**config.mk**
```make
export PLATFORM = sky130hd
export DESIGN_NAME = term_switch_matrix_cfg_flat
export DESIGN_NICKNAME = d
export VERILOG_FILES = /design/src/rtl/term_switch_matrix_cfg_pkg.sv /design/src/rtl/term_switch_matrix_cfg_if.sv /design/src/rtl/term_switch_matrix_cfg_route_lane.sv /design/src/rtl/term_switch_matrix_cfg.sv /design/src/flat_wrapper.sv
export SDC_FILE = /design/constraint.sdc
export NUM_CORES = 1
export LEC_CHECK = 0
export CAP_MARGIN = 20
export CORE_ASPECT_RATIO = 1.25
export CORE_MARGIN = 5
export CORE_UTILIZATION = 46
export DETAILED_ROUTE_END_ITERATION = 10
export PLACE_DENSITY = 0.76
export SETUP_SLACK_MARGIN = 0.5
export SKIP_LAST_GASP = 1
export SYNTH_ARGS = -nofsm -noshare
export SYNTH_HDL_FRONTEND = slang
export SYNTH_SLANG_ARGS = --single-unit
```
**constraint.sdc**
```tcl
create_clock -name UserCLK -period 8.2 [get_ports UserCLK]
set_input_delay 1.23 -clock UserCLK [delete_from_list [all_inputs] [get_ports UserCLK]]
set_output_delay 1.23 -clock UserCLK [all_outputs]
set_load 0.02 [all_outputs]
```
**src/rtl/term_switch_matrix_cfg_pkg.sv**
```systemverilog
// Shared route-mode encoding and configuration sizing for the terminal switch matrix.
package term_sm_pkg;

  typedef enum logic [1:0] {
    MODE_REV  = 2'b00,
    MODE_STR  = 2'b01,
    MODE_ZERO = 2'b10,
    MODE_HOLD = 2'b11
  } route_mode_e;

  // Two mode bits per southbound output across all four wire groups.
  function automatic int calc_cfg_w(input int n1_w, input int n2_w, input int n4_w);
    return 2 * (n1_w + 2 * n2_w + n4_w);
  endfunction

endpackage

```
**src/rtl/term_switch_matrix_cfg_if.sv**
```systemverilog
// Serial configuration port: shift/commit strobes in, load status out.
interface term_switch_matrix_cfg_if;
  logic cfg_en;
  logic cfg_bit;
  logic cfg_commit;
  logic cfg_full;
  logic cfg_err;

  modport master (
    output cfg_en, cfg_bit, cfg_commit,
    input  cfg_full, cfg_err
  );

  modport slave (
    input  cfg_en, cfg_bit, cfg_commit,
    output cfg_full, cfg_err
  );
endinterface

```
**src/rtl/term_switch_matrix_cfg_route_lane.sv**
```systemverilog
// One wire group: per-output mode mux, hold registers and optional output register.
module term_route_lane
  import term_sm_pkg::*;
#(
  parameter int W    = 4,
  parameter int PIPE = 0
) (
  input  logic           clk,
  input  logic           rst,
  input  logic [2*W-1:0] mode_i,
  input  logic [W-1:0]   in_i,
  output logic [W-1:0]   out_o
);

  logic [W-1:0] rev;
  logic [W-1:0] sel;
  logic [W-1:0] hold_q;
  logic [W-1:0] hold_d;

  // Index-reversed copy of the input group (legacy fold).
  always_comb begin
    rev = '0;
    for (int i = 0; i < W; i++) begin
      rev[i] = in_i[W-1-i];
    end
  end

  // Mode mux; hold registers track the fold until their output enters hold mode.
  always_comb begin
    sel    = '0;
    hold_d = hold_q;
    for (int i = 0; i < W; i++) begin
      case (mode_i[2*i +: 2])
        MODE_REV:  sel[i] = rev[i];
        MODE_STR:  sel[i] = in_i[i];
        MODE_ZERO: sel[i] = 1'b0;
        MODE_HOLD: sel[i] = hold_q[i];
        default:   sel[i] = rev[i];
      endcase
      hold_d[i] = (mode_i[2*i +: 2] == MODE_HOLD) ? hold_q[i] : rev[i];
    end
  end

  // Hold register update.
  always_ff @(posedge clk or posedge rst) begin
    if (rst) hold_q <= '0;
    else     hold_q <= hold_d;
  end

  if (PIPE != 0) begin : g_pipe
    logic [W-1:0] out_q;
    // Optional output stage for timing closure at the tile edge.
    always_ff @(posedge clk or posedge rst) begin
      if (rst) out_q <= '0;
      else     out_q <= sel;
    end
    assign out_o = out_q;
  end else begin : g_comb
    assign out_o = sel;
  end

endmodule

```
**src/rtl/term_switch_matrix_cfg.sv**
```systemverilog
// Runtime-configurable north-edge termination fold with serial shadow config.
module term_switch_matrix_cfg
  import term_sm_pkg::*;
#(
  parameter int N1_W = 4,
  parameter int N2_W = 8,
  parameter int N4_W = 16,
  parameter int PIPE = 0
) (
  input  logic                     UserCLK,
  input  logic                     RST,
  term_switch_matrix_cfg_if.slave  cfg,
  input  logic [N1_W-1:0]          N1END,
  input  logic [N2_W-1:0]          N2MID,
  input  logic [N2_W-1:0]          N2END,
  input  logic [N4_W-1:0]          N4END,
  output logic [N1_W-1:0]          S1BEG,
  output logic [N2_W-1:0]          S2BEG,
  output logic [N2_W-1:0]          S2BEGb,
  output logic [N4_W-1:0]          S4BEG
);

  localparam int CFG_W  = calc_cfg_w(N1_W, N2_W, N4_W);
  localparam int CNT_W  = $clog2(CFG_W + 2);
  localparam int OFF_S2 = N1_W;
  localparam int OFF_SB = N1_W + N2_W;
  localparam int OFF_S4 = N1_W + 2 * N2_W;

  localparam logic [CNT_W-1:0] FULL_CNT = CNT_W'(CFG_W);
  localparam logic [CNT_W-1:0] SAT_CNT  = CNT_W'(CFG_W + 1);

  logic [CFG_W-1:0] shadow_q, shadow_d;
  logic [CFG_W-1:0] active_q, active_d;
  logic [CNT_W-1:0] cnt_q, cnt_d;
  logic             full_q, full_d;
  logic             err_q, err_d;

  // Commit evaluates the pre-shift count and shadow; a same-cycle shift restarts the count at 1.
  always_comb begin
    shadow_d = shadow_q;
    active_d = active_q;
    cnt_d    = cnt_q;
    err_d    = 1'b0;
    if (cfg.cfg_commit) begin
      if (cnt_q == FULL_CNT) active_d = shadow_q;
      else                   err_d    = 1'b1;
      cnt_d = '0;
    end
    if (cfg.cfg_en) begin
      shadow_d = {cfg.cfg_bit, shadow_q[CFG_W-1:1]};
      if (cfg.cfg_commit)       cnt_d = CNT_W'(1);
      else if (cnt_q != SAT_CNT) cnt_d = cnt_q + CNT_W'(1);
    end
    full_d = (cnt_d == FULL_CNT);
  end

  // Configuration state registers.
  always_ff @(posedge UserCLK or posedge RST) begin
    if (RST) begin
      shadow_q <= '0;
      active_q <= '0;
      cnt_q    <= '0;
      full_q   <= 1'b0;
      err_q    <= 1'b0;
    end else begin
      shadow_q <= shadow_d;
      active_q <= active_d;
      cnt_q    <= cnt_d;
      full_q   <= full_d;
      err_q    <= err_d;
    end
  end

  assign cfg.cfg_full = full_q;
  assign cfg.cfg_err  = err_q;

  term_route_lane #(.W(N1_W), .PIPE(PIPE)) u_lane_s1 (
    .clk    (UserCLK),
    .rst    (RST),
    .mode_i (active_q[0 +: 2*N1_W]),
    .in_i   (N1END),
    .out_o  (S1BEG)
  );

  term_route_lane #(.W(N2_W), .PIPE(PIPE)) u_lane_s2 (
    .clk    (UserCLK),
    .rst    (RST),
    .mode_i (active_q[2*OFF_S2 +: 2*N2_W]),
    .in_i   (N2MID),
    .out_o  (S2BEG)
  );

  term_route_lane #(.W(N2_W), .PIPE(PIPE)) u_lane_s2b (
    .clk    (UserCLK),
    .rst    (RST),
    .mode_i (active_q[2*OFF_SB +: 2*N2_W]),
    .in_i   (N2END),
    .out_o  (S2BEGb)
  );

  term_route_lane #(.W(N4_W), .PIPE(PIPE)) u_lane_s4 (
    .clk    (UserCLK),
    .rst    (RST),
    .mode_i (active_q[2*OFF_S4 +: 2*N4_W]),
    .in_i   (N4END),
    .out_o  (S4BEG)
  );

endmodule

```
**src/flat_wrapper.sv**
```systemverilog
// flat-port wrapper written by rule: the top's interface ports become plain ports
module term_switch_matrix_cfg_flat import term_sm_pkg::*;
#(
  parameter int N1_W = 4,
  parameter int N2_W = 8,
  parameter int N4_W = 16,
  parameter int PIPE = 0
)
  (UserCLK, RST, N1END, N2MID, N2END, N4END, S1BEG, S2BEG, S2BEGb, S4BEG, cfg_cfg_en, cfg_cfg_bit, cfg_cfg_commit, cfg_cfg_full, cfg_cfg_err);
  term_switch_matrix_cfg_if cfg_i ();
  input  logic UserCLK;
  input  logic RST;
  input  logic [N1_W-1:0] N1END;
  input  logic [N2_W-1:0] N2MID;
  input  logic [N2_W-1:0] N2END;
  input  logic [N4_W-1:0] N4END;
  output logic [N1_W-1:0] S1BEG;
  output logic [N2_W-1:0] S2BEG;
  output logic [N2_W-1:0] S2BEGb;
  output logic [N4_W-1:0] S4BEG;
  input wire logic [$bits(cfg_i.cfg_en)-1:0] cfg_cfg_en;
  input wire logic [$bits(cfg_i.cfg_bit)-1:0] cfg_cfg_bit;
  input wire logic [$bits(cfg_i.cfg_commit)-1:0] cfg_cfg_commit;
  output wire logic [$bits(cfg_i.cfg_full)-1:0] cfg_cfg_full;
  output wire logic [$bits(cfg_i.cfg_err)-1:0] cfg_cfg_err;
  assign cfg_i.cfg_en = cfg_cfg_en;
  assign cfg_i.cfg_bit = cfg_cfg_bit;
  assign cfg_i.cfg_commit = cfg_cfg_commit;
  assign cfg_cfg_full = cfg_i.cfg_full;
  assign cfg_cfg_err = cfg_i.cfg_err;
  term_switch_matrix_cfg #(.N1_W(N1_W), .N2_W(N2_W), .N4_W(N4_W), .PIPE(PIPE)) u_core (.UserCLK(UserCLK), .RST(RST), .cfg(cfg_i), .N1END(N1END), .N2MID(N2MID), .N2END(N2END), .N4END(N4END), .S1BEG(S1BEG), .S2BEG(S2BEG), .S2BEGb(S2BEGb), .S4BEG(S4BEG));
endmodule
```
Word level (Yosys, flattened, before mapping)
Index checks and enable logic that the tools add are counted. W data, S select, Z words.

Bits in registers: 189. Input port bits: 41. Output and inout bits: 38. Word-level logic and storage cells: 232.

$add $sub $neg: 1. Eq/ne operators: 111. Mux-type cells: 42. Reduce and logical (&&, ||, !) cells: 37.

Operator list (number): $eq A2 B2 Y1 const B (72); $pmux W1 S4 (36); $eq A2 B1 Y1 const B (36); $logic_not A2 Y1 (36); $mux W7 (4); $eq A7 B7 Y1 const B (2); $add A7 B1 Y7 const B (1); $ne A7 B7 Y1 const B (1); $mux W1 (2); $reduce_and A2 Y1 (1).

Depth between registers and ports, before layout
Gate-level depths: netlist (run 1).

Depth in word-level cells: 5. Mapped depth: 6. Depth with buffers taken out: 6.

Modules after synthesis
A second synthesis (run 1) with hierarchy kept.

Cells, all modules: 579. Area, all modules: 8470.6 µm².

Modules (own cells, without submodules): term_switch_matrix_cfg (times used 1, cells each 359, area each 6198.4 µm²); term_route_lane at u_core.u_lane_s4 (times used 1, cells each 97, area each 1014.7 µm²); term_route_lane at u_core.u_lane_s2 ... (times used 2, cells each 49, area each 504.2 µm²); term_route_lane at u_core.u_lane_s1 (times used 1, cells each 25, area each 249.0 µm²).

Worst setup path after synthesis (run 1)
No wires, ideal clock.

Path type: input port to output port. From: in N1END[0]. To: out S1BEG[0]. Arrival: 1.768 ns. Data required time: 6.970 ns. Setup slack: 5.202 ns. Stages on the path: 2. Cells stage by stage: mux2_2 > a22o_1.

Cells in the longest elaborated chain, start to end: 1.

Ends and longest elaborated chain: from (decl) (line flat_wrapper.sv:13) `input logic [N1_W-1:0] N1END;`; $pmux W1 S4 (line term_switch_matrix_cfg_route_lane.sv:33) `case (mode_i[2*i +: 2])`; to (decl) (line flat_wrapper.sv:17) `output logic [N1_W-1:0] S1BEG;`.

Every way passes these cells.

Worst setup path after layout (run 1)
From: in N4END[1]. To: out S4BEG[1].

Cells in the longest elaborated chain, start to end: 1.

Ends and longest elaborated chain: from (decl) (line flat_wrapper.sv:16) `input logic [N4_W-1:0] N4END;`; $pmux W1 S4 (line term_switch_matrix_cfg_route_lane.sv:33); to (decl) (line flat_wrapper.sv:20) `output logic [N4_W-1:0] S4BEG;`.

Every way passes these cells.

==> results of run 1 <==
[per-stage QoR]
stage	power [mW]	util	area [um^2]
floorplan	1.18	-	8200
global placement	1.25	0.523	9150
detailed placement	1.26	0.523	9150
CTS	2.10	0.557	9750
global route	2.17	0.560	9800
finish	2.07	0.560	9800
[power groups by stage]
stage | clock network (mW) | logic [mW] | registers (mW)
floorplan | 0 | 0.127 | 1.05
global placement | 0 | 0.180 | 1.07
detailed placement | 0 | 0.187 | 1.08
CTS | 0.855 | 0.188 | 1.06
global route | 0.897 | 0.205 | 1.07
finish | 0.830 | 0.185 | 1.06
[final cells by class]
class | instances | area, um^2 | area share
Sequential cell | 189 | 4730 | 0.483
Multi-Input combinational cell | 367 | 3330 | 0.340
Timing Repair Buffer | 81 | 841 | 0.0858
Clock buffer | 20 | 457 | 0.0466
Tap cell | 224 | 280 | 0.0286
Clock inverter | 11 | 140 | 0.0143
Inverter | 5 | 23.8 | 0.00243
[flip-flops by register name (all words and copies together) (netlist names)]
register                  count
u_core.active_q              72
u_core.cfg.cfg_err            1
u_core.u_lane_s2.hold_q       8
u_core.u_lane_s4.hold_q      16
u_core.shadow_q              72
u_core.u_lane_s2b.hold_q      8
u_core.u_lane_s1.hold_q       4
u_core.cfg.cfg_full           1
u_core.cnt_q                  7
[metal layers]
metal  routed length [um]  GRT usage  share of wire  up-vias
met5                    0          0              0        -
met4                  150     0.0487          0.011        0
met3                  563     0.0352          0.040       11
met2                 7230      0.242           0.51       67
met1                 6240      0.190           0.44     2454
li1                     -          -              -     2242
[synth_stat cells, drive strengths merged]
master	instances
nor4	1
xor2	3
inv	5
clkbuf	6
mux2i	4
a211oi	1
a21oi	4
a21boi	1
o21bai	1
or4b	1
or3	2
o21ai	4
nor3	4
a22o	34
o41ai	1
buf	11
nand4	2
nand3	2
nor2	39
mux2	214
nand2b	3
nand2	43
dfrtp	189
ha	3
[critical path, delay by kind of cell]
family	cells	cell delay (ns)
muxes	1	0.27
buffers and inverters	2	1.00
AOI/OAI and AO/OA	1	0.25
[path summary, 6_finish.rpt]
| kind | startpoint | endpoint | slack (ns) |
|---|---|---|---|
| max in group asynchronous | RST | u_core.active_q[8]$_DFFE_PP0P_ | 5.47 |
| hold / removal | u_core.u_lane_s2b.hold_q[6]$_DFFE_PP0P_ | u_core.u_lane_s2b.hold_q[6]$_DFFE_PP0P_ | 0.50 |
| min in group asynchronous | RST | u_core.active_q[18]$_DFFE_PP0P_ | 1.06 |
| setup reg to reg | u_core.cnt_q[5]$_DFF_PP0_ | u_core.active_q[0]$_DFFE_PP0P_ | 6.18 |
| hold reg to reg | u_core.u_lane_s2b.hold_q[6]$_DFFE_PP0P_ | u_core.u_lane_s2b.hold_q[6]$_DFFE_PP0P_ | 0.50 |
| setup / recovery | N4END[1] | S4BEG[1] | 4.22 |
[cell families after synthesis]
logic type	count (synthesis)	share of synthesized area
buffers and inverters	22	0.0171
adders and majority gates	3	0.00458
xor gates and xnor gates	3	0.00320
and+or+nand+nor	97	0.0540
DFF	189	0.577
AOI/OAI and AO/OA	46	0.0456
muxes	218	0.299
==> results.cfg, run 1 <==
[run_status]
status = complete, no violations

[synthesis]
synth-seq-cells = 189
syn-cell-area_um2 = 8200
yosysSeqAreaShare = 0.577
ys_warn_count = 0
synth_top_area_share = 0.577
syn_inst = 578
synth.net_count = 622
synth_area_leaders = dfrtp_1, mux2_2, a22o_1
synth_top_area_cell = dfrtp_1
ys_types = 31
avgSynthCellArea_um2 = 14.2

[power_and_ir_drop]
share_comb_of_total_power = 0.089
p_per_area_nw_per_um2 = 212
p_leak_nw = 4.57
ir_drop_mv = 0.121
internal_power_mw = 1.61
netSwitchingFraction = 0.225
seqPwrFrac = 0.510
pwr-share-clk = 0.400
p_switching_mw = 0.466

[die]
ioPinCount = 79
start_util = 0.469
rows = 54
coreArea_um2 = 17500
die_h_um = 159
die_w_um = 129
die_area_um2 = 20600

[global_route]
antenna_found_initial = 0
grt_pass1_wl_um = 24800
grt_pass1_vias = 5118
globalRouteOverflowTotal = 0
grt.total_usage = 0.147
grt_max_degree = 115

[cells_and_area]
syn2layout_area_growth_pct = 19.5
drive_gt1_frac = 0.363
final_nets = 705
n_antenna_cell = 0
fillers = 1394
final_common_cell = mux2_2
layout_common_cells = mux2_2, dfrtp_1, clkdlybuf4s50_1
stdcell_count = 897

[worst_hold_path]
hp-class = register to register
min_path_cells = 1

[clocking]
cts.sinks = 189
cts_tree = yes
numCtsBuffers = 17
post_cts_buffers = 0
hold_buffers = 0
cts-root-buf = clkbuf_16
htree_levels = 4
clk-insertion-delay-late_ns = 0.42
clock_path_buffers = 2
path_clk_slew_ns = 0.07
post_cts_resized = 0

[run]
drv_cap = 0

[sta]
max_slew_margin = 0.311
rsz0062_at_grt = no
tns_ns = 0
setup_ws_ns = 4.22
fin_hold_ws_ns = 0.502
fin_crit_ns = 3.98
clock_skew_ns = 0.00918
slew_viol_final = 0
hold_viol = 0
period_share = 0.486
finalSetupViolCount = 0
worst_pin_slew_ns = 1.03
fmax_mhz = 251

[critical_path]
worstPathCellList = clkdlybuf4s50_1 -> mux2_2 -> a22o_1 -> clkdlybuf4s50_1
max_stage_delay_ns = 0.56
crit_type = input pin to output port
crit_path_start_kind = input pin
crit_top_cell = clkdlybuf4s50_1
crit_slowest_cell = clkdlybuf4s50_1
worstPathRequired_ns = 6.97
r2r_cells = 5
critPathMaxFanout = 3
endpoint_kind = output port
cp.arrival_ns = 2.75

[placement]
placedCellCount = 864
numPortBuffers = 78
finalWeightedCongestion = 0.743
hpwl_um = 9330
pre_cts_ws_ns = 4.20

[drt]
drt-total-wl_um = 14200
first_pass_iters = 4
final_antenna_net_count = 0
viasPerCell = 5.32
route.detailed.drc = 0
vias = 4774
drt-wirelength-per-cell_um = 15.8
drt_iter0_markers = 278
(Power assumes the default switching activity.)
==> run 2: changes to the inputs <==
Clock period 8.2 ns to 4.1 ns, I/O delays scaled along.
==> run 2 against run 1 <==
Sequential cell count did not move; critical endpoint unchanged; clock-buffer cell count fell by 1; critical path depth did not move; global-route usage rose by 0.18 points; final area rose by 0.10%.
==> results.cfg, run 2 (synthesis gave the netlist of run 1 again) <==
[die]
ioPinCount = 79
die_w_um = 129
rows = 54
coreArea_um2 = 17500
start_util = 0.469
die_area_um2 = 20600
die_h_um = 159

[clocking]
hold_buffers = 0
clock_path_buffers = 2
cts-root-buf = clkbuf_16
clk-insertion-delay-late_ns = 0.42
numCtsBuffers = 17
htree_levels = 4
post_cts_buffers = 0
cts.sinks = 189
cts_tree = yes
path_clk_slew_ns = 0.07
post_cts_resized = 0

[sta]
fin_crit_ns = 2.77
rsz0062_at_grt = no
worst_pin_slew_ns = 0.533
hold_viol = 0
fmax_mhz = 361
period_share = 0.675
setup_ws_ns = 1.33
slew_viol_final = 0
max_slew_margin = 0.645
clock_skew_ns = 0.00668
finalSetupViolCount = 0
tns_ns = 0

[critical_path]
cp.arrival_ns = 2.15
crit_top_cell = clkdlybuf4s50_1
worstPathCellList = clkdlybuf4s50_1 -> mux2_2 -> a22o_1 -> clkdlybuf4s50_1
r2r-start = u_core.cnt_q[5]$_DFF_PP0_
critPathMaxFanout = 3
crit_path_start_kind = input pin
crit_type = input pin to output port
endpoint_kind = output port
crit_slowest_cell = clkdlybuf4s50_1
worstPathRequired_ns = 3.48
r2r_cells = 5
max_stage_delay_ns = 0.56
reg2reg_slack_ns = 2.01
r2r_end = u_core.active_q[63]$_DFFE_PP0P_

[cells_and_area]
reg_top3 = u_core.active_q (72), u_core.shadow_q (72), u_core.u_lane_s4.hold_q (16)
fillers = 1402
layout_common_cells = mux2_2, dfrtp_1, clkdlybuf4s50_1
n_antenna_cell = 0
syn2layout_area_growth_pct = 19.7
final_nets = 706
drive_gt1_frac = 0.364
fin_util = 0.561
final_common_cell = mux2_2

[placement]
finalWeightedCongestion = 0.733
hpwl_um = 9750
pre_cts_ws_ns = 1.30
numPortBuffers = 78

[drt]
first_pass_iters = 4
final_antenna_net_count = 0
route.detailed.drc = 0
top_layer = met4
drt_iter0_markers = 222
drt-wirelength-per-cell_um = 16.1
viasPerCell = 5.33
wl_met2_um = 7620
vias = 4795
drt-met1-wl_um = 6210
met3WireLength_um = 516
drt-total-wl_um = 14500

[global_route]
grt_pass1_vias = 5205
globalRouteOverflowTotal = 0
grt.total_usage = 0.149
antenna_found_initial = 0
grt_pass1_wl_um = 25100
grt_max_degree = 92

[power_and_ir_drop]
p_leak_nw = 4.57
p_per_area_nw_per_um2 = 425
ir_drop_mv = 0.238

[run]
drv_cap = 0

[worst_hold_path]
hp-class = input pin to async pin

[run_status]
status = complete, no violations
==> run 2: cell count changes in the layout (fill, tap and decap cells not counted) <==
| cell | previous run | this run |
|---|---|---|
| buf_16 | 2 | 0 |
| clkinv_2 | 5 | 4 |
| clkinvlp_4 | 1 | 3 |
| buf_12 | 0 | 3 |
| clkbuf_8 | 2 | 1 |
| clkinv_4 | 1 | 0 |
| inv_6 | 2 | 4 |
==> run 2: worst max-delay path by stage <==
stage	from	to	slack [ns]	cells after the start
after global placement	N4END[1]	S4BEG[1]	1.33	4
after CTS	N2END[1]	S2BEGb[1]	1.32	4
after floorplan	RST	u_core.active_q[0]$_DFFE_PP0P_	1.05	1
final	N4END[1]	S4BEG[1]	1.33	4
after global routing	N4END[1]	S4BEG[1]	1.29	4
after detailed placement	cfg_cfg_commit	u_core.active_q[63]$_DFFE_PP0P_	1.30	4
==> run 2: critical path, delay by kind of cell <==
kind            cells  cell delay [ns]
mux                 1             0.28
compound gates      1             0.26
buf+inv             2             1.00
==> run 2: through the flow <==
stage / total power [mW] / std cells / area, um^2 / hold WS, ns
after global placement: 2.50 / 867 / 9210 / 0.465
after CTS: 4.22 / 899 / 9810 / 0.476
after floorplan: 2.36 / 578 / 8200 / 0.454
after detailed placement: 2.53 / 867 / 9210 / 0.482
after global routing: 4.37 / 899 / 9810 / 0.486
final: 4.17 / 899 / 9810 / 0.491
==> run 2: final cells by class <==
cell class / count / area [um^2] / area share
clock inverter: 13 / 160 / 0.0163
inverter: 5 / 22.5 / 0.00230
tap: 224 / 280 / 0.0286
multi-input combinational: 367 / 3330 / 0.339
timing repair buffer: 82 / 846 / 0.0862
sequential: 189 / 4730 / 0.482
clock buffer: 19 / 443 / 0.0451
==> run 2: report_power, final <==
| group | internal (mW) | switching (mW) |
|---|---|---|
| Sequential | 2.01 | 0.106 |
| Combinational | 0.219 | 0.155 |
| Clock | 0.979 | 0.698 |
==> run 2: layer usage <==
| metal | global-route usage | vias up |
|---|---|---|
| met2 | 0.256 | 70 |
| met1 | 0.183 | 2460 |
| met4 | 0.0510 | 0 |
| li1 | - | 2252 |
| met5 | 0 | - |
| met3 | 0.0342 | 13 |
==> run 3: changes to the inputs <==
Clock period 4.1 ns to 2.82 ns, I/O delays scaled along.
==> run 3 against run 2 <==
Die area unchanged; via count decreased by 0.75%; sequential cell count unchanged; clock-buffer cell count decreased by 2; hold slack got worse by 0.0016 ns; first-iteration DRC count increased by 28%; final area decreased by 0.48%; critical path type is now register to output port; largest power group unchanged.
==> results.cfg, run 3 (synthesis gave the netlist of run 1 again) <==
[clocking]
clk-insertion-delay-late_ns = 0.42
numCtsBuffers = 17
cts.sinks = 189
cts-root-buf = clkbuf_16
cts_tree = yes
path_clk_slew_ns = 0.07
post_cts_buffers = 0
htree_levels = 4
clock_path_buffers = 2

[sta]
setup_ws_ns = 0.640
rsz0062_at_grt = no
worst_pin_slew_ns = 0.611
max_slew_margin = 0.592
fin_crit_ns = 2.18
fmax_mhz = 459
period_share = 0.773
finalSetupViolCount = 0
hold_viol = 0
slew_viol_final = 0
clock_skew_ns = 0.00811

[drt]
viasPerCell = 5.28
vias = 4759
final_antenna_net_count = 0
first_pass_iters = 4
drt-total-wl_um = 14500
drt_iter0_markers = 284
drt-wirelength-per-cell_um = 16.1
route.detailed.drc = 0

[global_route]
globalRouteOverflowTotal = 0
grt-busiest-layer = met2
use_met3 = 0.0346
grt_pass1_vias = 5335
antenna_found_initial = 0
grt.total_usage = 0.153
grt_use_met2 = 0.260
grt_pass1_wl_um = 26000
use_met1 = 0.192
grt_max_degree = 99

[placement]
pre_cts_ws_ns = 0.427
placed_cell_area_um2 = 9220
finalWeightedCongestion = 0.758
numPortBuffers = 78
hpwl_um = 9880

[die]
rows = 54
die_h_um = 159
coreArea_um2 = 17500
die_w_um = 129
die_area_um2 = 20600
ioPinCount = 79
start_util = 0.469

[power_and_ir_drop]
p_per_area_nw_per_um2 = 609
p_switching_mw = 1.47
p_leak_nw = 4.62
power_mw = 5.95
seqPwrFrac = 0.517
share_comb_of_total_power = 0.088
netSwitchingFraction = 0.248
internal_power_mw = 4.47
pwr-share-clk = 0.395
ir_drop_mv = 0.420

[critical_path]
worstPathRequired_ns = 2.40
critPathMaxFanout = 4
endpoint_kind = output port
reg2reg_slack_ns = 0.84
r2r_cells = 5
crit_type = register to output port
cp.arrival_ns = 1.76
crit_path_start_kind = register

[cells_and_area]
fillers = 1431
drive_gt1_frac = 0.368
syn2layout_area_growth_pct = 19.1
layout_common_cells = mux2_2, dfrtp_1, nand2_1
n_antenna_cell = 0
final_nets = 708
final_common_cell = mux2_2
reg_top3 = u_core.active_q (72), u_core.shadow_q (72), u_core.u_lane_s4.hold_q (16)
design_area_um2 = 9760

[worst_hold_path]
hp-class = input pin to async pin

[run_status]
status = complete, no violations

[run]
drv_cap = 0
[run 3: cell count changes in the layout (fill, tap and decap cells not counted), moves of 2 or more]
cell / change
buf_4: +2
bufinv_16: -2
clkdlybuf4s50_1: -36
clkinv_2: -3
clkinv_4: +2
dlygate4sd2_1: +34
dlymetal6s2s_1: +2
inv_8: +3
[run 3: worst paths after layout]
| check | start | to |
|---|---|---|
| min in group UserCLK | u_core.shadow_q[0]$_DFFE_PP0P_ | u_core.active_q[0]$_DFFE_PP0P_ |
| setup / recovery | u_core.active_q[43]$_DFFE_PP0P_ | S4BEG[1] |
| max in group asynchronous | RST | u_core.cnt_q[6]$_DFF_PP0_ |
| setup reg to reg | u_core.cnt_q[0]$_DFF_PP0_ | u_core.active_q[21]$_DFFE_PP0P_ |
| hold / removal | RST | u_core.u_lane_s4.hold_q[15]$_DFFE_PP0P_ |
| hold reg to reg | u_core.shadow_q[0]$_DFFE_PP0P_ | u_core.active_q[0]$_DFFE_PP0P_ |
[run 3: layer usage]
| metal | part of all wire | vias to the layer above | wire (um) |
|---|---|---|---|
| met2 | 0.52 | 72 | 7610 |
| met1 | 0.43 | 2424 | 6200 |
| met5 | 0 | - | 0 |
| met4 | 0.014 | 0 | 202 |
| met3 | 0.036 | 15 | 529 |
| li1 | - | 2248 | - |
[run 3: power groups by stage]
stage / clock (mW) / sequential [mW] / combinational (mW)
floorplan: 0 / 3.07 / 0.370
global route: 2.55 / 3.10 / 0.586
CTS: 2.41 / 3.08 / 0.540
finish: 2.35 / 3.07 / 0.525
global placement: 0 / 3.11 / 0.530
detailed placement: 0 / 3.13 / 0.555
[run 3: what timing repair did]
item,in CTS,in global routing
cloned,0,0
setup endpoints to repair,34,2
resized for setup,34,2
pin swaps,0,0
hold buffers,0,0
[run 3: critical path: stages (launching register included)]
cell and delay (ns):
dfrtp_1 0.41, mux2_2 0.35, a22o_1 0.24, dlygate4sd2_1 0.34
[run 3: cell type report]
type                    count  area (um^2)  area share
flip-flops and latches    189         4730       0.484
multi-input cells         367         3330       0.341
clock inverters            15          153      0.0156
inverters                   5         22.5     0.00231
well taps                 224          280      0.0287
repair buffers             84          823      0.0843
clock buffers              17          425      0.0436
[run 3: stage by stage]
| step | setup TNS [ns] | hold WS, ns | cells | utilization |
|---|---|---|---|---|
| 2_1_floorplan | -7.08 | 0.454 | 578 | - |
| 3_3_place_gp | 0 | 0.465 | 869 | 0.527 |
| 3_5_place_dp | 0 | 0.479 | 869 | 0.527 |
| 4_1_cts | 0 | 0.495 | 901 | 0.558 |
| 5_1_grt | 0 | 0.513 | 901 | 0.558 |
| 6_report | 0 | 0.489 | 901 | 0.558 |
